## config.mk

```make
export PLATFORM = sky130hd
export DESIGN_NAME = cpu_adr_seq
export DESIGN_NICKNAME = d
export VERILOG_FILES = /design/src/rtl/cpu_adr_seq.sv
export SDC_FILE = /design/constraint.sdc
export NUM_CORES = 1
export LEC_CHECK = 0
export CAP_MARGIN = 10
export CORE_MARGIN = 2
export CORE_UTILIZATION = 42
export CTS_BUF_LIST = sky130_fd_sc_hd__clkbuf_8 sky130_fd_sc_hd__clkbuf_16
export DETAILED_ROUTE_END_ITERATION = 6
export PLACE_DENSITY = 0.69
export RECOVER_POWER = 50
export REMOVE_ABC_BUFFERS = 1
export SYNTH_ARGS = -nofsm -noshare
export SYNTH_HDL_FRONTEND = slang
export SYNTH_SLANG_ARGS = --single-unit
```

## constraint.sdc

```tcl
create_clock -name clk -period 2.7 [get_ports clk]
set_input_delay 0.405 -clock clk [delete_from_list [all_inputs] [get_ports clk]]
set_output_delay 0.405 -clock clk [all_outputs]
set_load 0.01 [all_outputs]
```

## src/rtl/cpu_adr_seq.sv

```systemverilog
`default_nettype none
// ============================================================================
// Module   : cpu_adr_seq
// Purpose  : Addressing-mode sequencer. Fetches operand/pointer bytes, bumps
//            the PC and produces the 16-bit effective address or branch
//            target for the execute stage.
// Revision : 1.0 - initial release
// ============================================================================
module cpu_adr_seq #(
    parameter logic IDX_Y = 1'b1,   // index value that selects the Y register
    parameter int   ADR_W = 16      // bus / EA width, only 16 is supported
) (
    input  logic             clk,
    input  logic             rst_n,
    input  logic             start,
    input  logic [4:0]       adr_mode,
    input  logic             index,
    input  logic [7:0]       reg_x,
    input  logic [7:0]       reg_y,
    input  logic [ADR_W-1:0] pc,
    input  logic             cond_true,
    input  logic [7:0]       data_in,
    output logic [ADR_W-1:0] addr,
    output logic             rd,
    output logic             pc_inc,
    output logic             busy,
    output logic             done,
    output logic [ADR_W-1:0] ea,
    output logic             ea_valid,
    output logic             inval
);

    // Addressing-mode codes from the decoder
    localparam logic [4:0] c_ADR_IMPL       = 5'd0;
    localparam logic [4:0] c_ADR_ACCUM      = 5'd1;
    localparam logic [4:0] c_ADR_IMM        = 5'd2;
    localparam logic [4:0] c_ADR_ZPG        = 5'd3;
    localparam logic [4:0] c_ADR_ZPG_RMW    = 5'd4;
    localparam logic [4:0] c_ADR_ZPG_X_Y    = 5'd5;
    localparam logic [4:0] c_ADR_ZPG_X_RMW  = 5'd6;
    localparam logic [4:0] c_ADR_ABS        = 5'd7;
    localparam logic [4:0] c_ADR_ABS_RMW    = 5'd8;
    localparam logic [4:0] c_ADR_ABS_X_Y    = 5'd9;
    localparam logic [4:0] c_ADR_ABS_X_RMW  = 5'd10;
    localparam logic [4:0] c_ADR_ABS_X_IND  = 5'd11;
    localparam logic [4:0] c_ADR_ZPG_IND_Y  = 5'd12;
    localparam logic [4:0] c_ADR_ABS_IND    = 5'd13;
    localparam logic [4:0] c_ADR_REL        = 5'd14;
    localparam logic [4:0] c_ADR_STACK_PUSH = 5'd15;
    localparam logic [4:0] c_ADR_STACK_PULL = 5'd16;
    localparam logic [4:0] c_ADR_ABS_JSR    = 5'd17;
    localparam logic [4:0] c_ADR_INVAL      = 5'd31;

    // Sequencer states
    localparam logic [3:0] c_ST_IDLE = 4'd0;
    localparam logic [3:0] c_ST_OP1  = 4'd1;
    localparam logic [3:0] c_ST_OP2  = 4'd2;
    localparam logic [3:0] c_ST_IDX  = 4'd3;
    localparam logic [3:0] c_ST_PLO  = 4'd4;
    localparam logic [3:0] c_ST_PHI  = 4'd5;
    localparam logic [3:0] c_ST_BR   = 4'd6;
    localparam logic [3:0] c_ST_FIX  = 4'd7;
    localparam logic [3:0] c_ST_DONE = 4'd8;

    logic [3:0]  r_state;
    logic [3:0]  w_next;
    logic [4:0]  r_mode;
    logic [7:0]  r_idx;      // index value latched at start
    logic [7:0]  r_lo;       // operand low byte, later pointer-read low byte
    logic [15:0] r_ptr;      // indirect pointer address
    logic [15:0] r_ea;
    logic        r_carry;    // FIX must increment the EA high byte
    logic        r_eav;
    logic        r_inval;

    logic [8:0]  w_lo_sum;
    logic [15:0] w_ptr_next;
    logic [15:0] w_target;
    logic        w_seq;      // mode needs at least one bus cycle

    assign w_lo_sum   = {1'b0, r_lo} + {1'b0, r_idx};
    // Pointer high byte never carries: page-0 wrap and the JMP-indirect bug
    assign w_ptr_next = {r_ptr[15:8], r_ptr[7:0] + 8'd1};
    // pc already points past the offset byte when BR is active
    assign w_target   = pc + {{8{r_lo[7]}}, r_lo};

    // Classify modes that are actually sequenced here
    always_comb begin
        w_seq = 1'b0;
        case (adr_mode)
            c_ADR_IMM, c_ADR_ZPG, c_ADR_ZPG_RMW, c_ADR_ZPG_X_Y, c_ADR_ZPG_X_RMW,
            c_ADR_ABS, c_ADR_ABS_RMW, c_ADR_ABS_X_Y, c_ADR_ABS_X_RMW,
            c_ADR_ABS_X_IND, c_ADR_ZPG_IND_Y, c_ADR_ABS_IND, c_ADR_REL:
                w_seq = 1'b1;
            default: w_seq = 1'b0;
        endcase
    end

    // Next-state selection
    always_comb begin
        w_next = r_state;
        case (r_state)
            c_ST_IDLE: begin
                if (start) begin
                    w_next = w_seq ? c_ST_OP1 : c_ST_DONE;
                end
            end
            c_ST_OP1: begin
                case (r_mode)
                    c_ADR_ZPG_X_Y, c_ADR_ZPG_X_RMW, c_ADR_ABS_X_IND:
                        w_next = c_ST_IDX;
                    c_ADR_ABS, c_ADR_ABS_RMW, c_ADR_ABS_X_Y, c_ADR_ABS_X_RMW,
                    c_ADR_ABS_IND:
                        w_next = c_ST_OP2;
                    c_ADR_ZPG_IND_Y:
                        w_next = c_ST_PLO;
                    c_ADR_REL:
                        w_next = cond_true ? c_ST_BR : c_ST_DONE;
                    default:
                        w_next = c_ST_DONE;
                endcase
            end
            c_ST_OP2: begin
                case (r_mode)
                    c_ADR_ABS_X_Y:   w_next = w_lo_sum[8] ? c_ST_FIX : c_ST_DONE;
                    c_ADR_ABS_X_RMW: w_next = c_ST_FIX;
                    c_ADR_ABS_IND:   w_next = c_ST_PLO;
                    default:         w_next = c_ST_DONE;
                endcase
            end
            c_ST_IDX:  w_next = (r_mode == c_ADR_ABS_X_IND) ? c_ST_PLO : c_ST_DONE;
            c_ST_PLO:  w_next = c_ST_PHI;
            c_ST_PHI:  w_next = ((r_mode == c_ADR_ZPG_IND_Y) && w_lo_sum[8]) ?
                                c_ST_FIX : c_ST_DONE;
            c_ST_BR:   w_next = (w_target[15:8] != pc[15:8]) ? c_ST_FIX : c_ST_DONE;
            c_ST_FIX:  w_next = c_ST_DONE;
            c_ST_DONE: w_next = c_ST_IDLE;
            default:   w_next = c_ST_IDLE;
        endcase
    end

    // State, captured bytes and effective-address datapath
    always_ff @(posedge clk or negedge rst_n) begin
        if (!rst_n) begin
            r_state <= c_ST_IDLE;
            r_mode  <= 5'd0;
            r_idx   <= 8'd0;
            r_lo    <= 8'd0;
            r_ptr   <= 16'd0;
            r_ea    <= 16'd0;
            r_carry <= 1'b0;
            r_eav   <= 1'b0;
            r_inval <= 1'b0;
        end else begin
            r_state <= w_next;
            case (r_state)
                c_ST_IDLE: begin
                    if (start) begin
                        r_mode  <= adr_mode;
                        r_idx   <= (index == IDX_Y) ? reg_y : reg_x;
                        r_carry <= 1'b0;
                        r_eav   <= w_seq && (adr_mode != c_ADR_REL);
                        r_inval <= (adr_mode == c_ADR_INVAL);
                    end
                end
                c_ST_OP1: begin
                    r_lo <= data_in;
                    case (r_mode)
                        c_ADR_IMM:                 r_ea  <= pc;
                        c_ADR_ZPG, c_ADR_ZPG_RMW:  r_ea  <= {8'h00, data_in};
                        c_ADR_ZPG_IND_Y:           r_ptr <= {8'h00, data_in};
                        c_ADR_REL:                 r_eav <= cond_true;
                        default: ;
                    endcase
                end
                c_ST_OP2: begin
                    case (r_mode)
                        c_ADR_ABS_IND: r_ptr <= {data_in, r_lo};
                        c_ADR_ABS_X_Y, c_ADR_ABS_X_RMW: begin
                            r_ea    <= {data_in, w_lo_sum[7:0]};
                            r_carry <= w_lo_sum[8];
                        end
                        default: r_ea <= {data_in, r_lo};
                    endcase
                end
                c_ST_IDX: begin
                    if (r_mode == c_ADR_ABS_X_IND) begin
                        r_ptr <= {8'h00, w_lo_sum[7:0]};
                    end else begin
                        r_ea  <= {8'h00, w_lo_sum[7:0]};
                    end
                end
                c_ST_PLO: r_lo <= data_in;
                c_ST_PHI: begin
                    if (r_mode == c_ADR_ZPG_IND_Y) begin
                        r_ea    <= {data_in, w_lo_sum[7:0]};
                        r_carry <= w_lo_sum[8];
                    end else begin
                        r_ea    <= {data_in, r_lo};
                    end
                end
                c_ST_BR:  r_ea <= w_target;
                c_ST_FIX: begin
                    if (r_carry) begin
                        r_ea[15:8] <= r_ea[15:8] + 8'd1;
                    end
                end
                default: ;
            endcase
        end
    end

    // Bus drive and status decoded from the current state
    always_comb begin
        addr   = 16'h0000;
        rd     = 1'b0;
        pc_inc = 1'b0;
        case (r_state)
            c_ST_OP1, c_ST_OP2: begin
                addr   = pc;
                rd     = 1'b1;
                pc_inc = 1'b1;
            end
            c_ST_PLO: begin
                addr = r_ptr;
                rd   = 1'b1;
            end
            c_ST_PHI: begin
                addr = w_ptr_next;
                rd   = 1'b1;
            end
            default: ;
        endcase
    end

    assign busy     = (r_state != c_ST_IDLE);
    assign done     = (r_state == c_ST_DONE);
    assign ea       = r_ea;
    assign ea_valid = done && r_eav;
    assign inval    = done && r_inval;

endmodule
`default_nettype wire

```

==> results.tsv <==
metric	value	unit
synth_compound_area_share	25.2	%
ys_top_cells_by_area	dfrtp_1 (29%), ha_1 (6.1%), nand2_1 (4.9%), mux2_2 (4.1%), a21oi_1 (3.9%)	
synth_top_flop_cell	dfrtp_1	
fin_util	61.0	%
synth_largest_area_cell	dfrtp_1	
synth_top_family_by_area	compound AO/OA/AOI/OAI gates	
drt-initial-drc-count	451	
drc	0	
ys_seq_area_share	29.1	%
drt-total-wl	17600	µm
grt_max_degree	27	
num_rows	40	
fin_nets	853	
start_util	43.0	%
ys_warn_count	0	
met3_usage	5.01	%
critPathLaunch	r_lo[0]	
rsz0062_at_grt	yes	
yosysUniqueCellTypes	73	
synthSimpleGateAreaFrac	19.9	%
gr-usage-met1	34.6	%
dieArea	0.0132	mm²
dpl.hpwl	13600	µm
fin_skew	0.00478	ns
die_h	115	µm
h-tree-depth	3	
antennaDiodeCount	0	
tightest_slew	1.48	ns
status	complete, no violations	
drive_above_1_share	23.9	%
synth_area	0.00516	mm²
num_io_pins	88	
critPathRequiredTime	2.91	ns
avgSynthCellArea	8.44	µm²
reg2reg_depth	10	
place_inst	906	
hold_violations	0	
final_cells	928	
r2r_end	r_state[0]	
antenna_found_initial	0	
fin_crit	2.70	ns
numClockSinks	60	
design_power_total	9.16	mW
syn_inst	612	
min_path_type	primary input to async pin	
gr-total-overflow	0	
r2r_slack	0.002	ns
timing.final.crit_share	99.9	%
setup_tns	0	ns
synth_top_area_share	29.1	%
timing.fmax	371	MHz
leakage	3.13	nW
grt_pass1_wl	27500	µm
viasPerCell	5.86	
tritoncts	built	
async_flop_share	100	%
end_kind	flip-flop	
startpoint_type	flip-flop	
cts_buffers	9	
ant_nets	0	
clkTransAtPathRegs	0.06	ns
use_met2	45.3	%
globalplace.congestion	0.936	
worstSkewPairLatency	0.34	ns
grt_pass1_vias	5393	
relSlewSlack	1.51	%
path_class	flip-flop to flip-flop	
track_usage	26.7	%
synth-xor-area-share	7.05	%
core	0.0120	mm²
firstDrtPassIters	5	
cts_root_buf	clkbuf_16	
synthAdderAreaFrac	6.83	%
maxCapViolations	0	
rr_startpoint	r_lo[0]	
synth.mux.area_fraction	8.26	%
critPathArrivalTime	2.91	ns
placed_cell_area	0.00677	mm²
power_density	1250	mW/mm²
cts_max_path_buffers	2	
drt-wirelength-per-cell	18.9	µm
areaGrowthSynthToFinish	41.9	%
endpoint	r_state[0]	
final_cell_area	0.00733	mm²
synth_seq_cells	60	
slew_viol_final	0	
io_buffers	87	
vias	5440	
cp_max_fo	3	
ir_drop	0.543	mV
top_usage_layer	met2	
setup_viol	0	
die_w	115	µm
synth_edf_count	0	
## sequential cells by signal, summed over array words and instances (netlist names)
name     flops
r_inval      1
r_lo         8
ea          16
r_eav        1
r_mode       5
r_carry      1
r_state      4
r_idx        8
r_ptr       16
## layout make-up
| class | instances | area [µm²] |
|---|---|---|
| clock buffer | 10 | 239 |
| clock inverter | 6 | 63.8 |
| fill | 1076 | 4680 |
| inverter | 13 | 48.8 |
| multi-input combinational | 506 | 3680 |
| sequential | 60 | 1510 |
| tap | 147 | 184 |
| timing repair buffer | 186 | 1600 |
## kinds of logic after synthesis
kind of cell,after synthesis
buffers and inverters,46
flip-flops,60
AND/OR/NAND/NOR,209
XOR/XNOR,36
adder cells (fa/ha/maj),27
AO/OA/AOI/OAI,194
multiplexers,40
## metal layers
layer	routed length, µm	part of all wire (%)
met2	8570	49
met5	0	0
met4	401	2.3
met1	7550	43
met3	1050	6.0
## Yosys cell counts (5+ instances only)
library cell	number
dfrtp_1	60
o21a_1	6
o22ai_1	10
and3_1	6
nor3_1	14
a221oi_1	13
nand4_1	7
buf_2	12
o211ai_1	5
clkbuf_1	19
inv_1	11
nor2_1	46
a22o_1	10
o21ai_0	29
a22oi_1	6
and2_1	7
ha_1	25
nand2_1	68
xor2_1	19
mux2_2	19
a211oi_1	5
xnor2_1	13
o21ai_1	30
a21oi_1	40
nand2b_1	10
nor2b_1	11
mux2i_1	19
nand3_1	17
## worst min path at each step
| stage | to | slack, ns | from | depth (start not counted) |
|---|---|---|---|---|
| global placement | r_idx[5] | 0.46 | rst_n | 1 |
| floorplan | ea[0] | 0.11 | rst_n | 0 |
| global route | ea[5] | 0.51 | ea[5] | 1 |
| detailed placement | r_idx[5] | 0.46 | rst_n | 1 |
| finish | r_idx[5] | 0.41 | rst_n | 1 |
| CTS | r_idx[5] | 0.10 | rst_n | 1 |
## through the flow
step	hold WS [ns]	setup slack, ns
2_1_floorplan	0.109	0.0889
6_report	0.409	0.00165
3_5_place_dp	0.458	-0.588
4_1_cts	0.102	-0.0298
3_3_place_gp	0.458	-0.510
5_1_grt	0.513	-0.195
## what timing repair did
action                                  4_1_cts  5_1_grt
pin swaps                                     6        5
buffers inserted                              2        4
cloned                                        0        0
hold buffers                                  0        0
gates resized for setup                      21       29
endpoints found under the setup margin       25       27
## where the power goes
part / internal, mW / switching (mW) / total (mW)
clock network: 0.737 / 0.449 / 1.19
registers: 1.32 / 0.472 / 1.79
logic: 3.05 / 3.13 / 6.18
total: 5.11 / 4.05 / 9.16
## cell usage in the layout (no fill, tap or decap), types with 6 or more instances in the layout
cell type / count
o21ai_1: 29
xor2_1: 18
ha_1: 17
buf_4: 96
clkbuf_16: 9
mux2_2: 19
and3_1: 6
mux2i_1: 19
o21ai_0: 28
nor2b_1: 10
and2_1: 7
nor2_1: 44
a22o_1: 10
dlygate4sd3_1: 9
xnor2_1: 13
dfrtp_1: 55
clkdlybuf4s50_1: 71
o22ai_1: 10
a221oi_1: 13
a21oi_1: 36
nand3_1: 17
a22oi_1: 6
inv_1: 11
nand2_1: 68
o21a_1: 6
nand4_1: 7
nand2b_1: 9
nor3_1: 13
## worst max-delay path: stages, from the launching register on
cell,delay (ns)
dfrtp_1,0.41
ha_2,0.20
fa_2,0.35
a211o_1,0.31
o211ai_2,0.13
a2111oi_4,0.13
nor2_2,0.16
xnor3_1,0.27
nor4_4,0.30
a31o_1,0.23
a21oi_1,0.08
(Power assumes the default switching activity.)
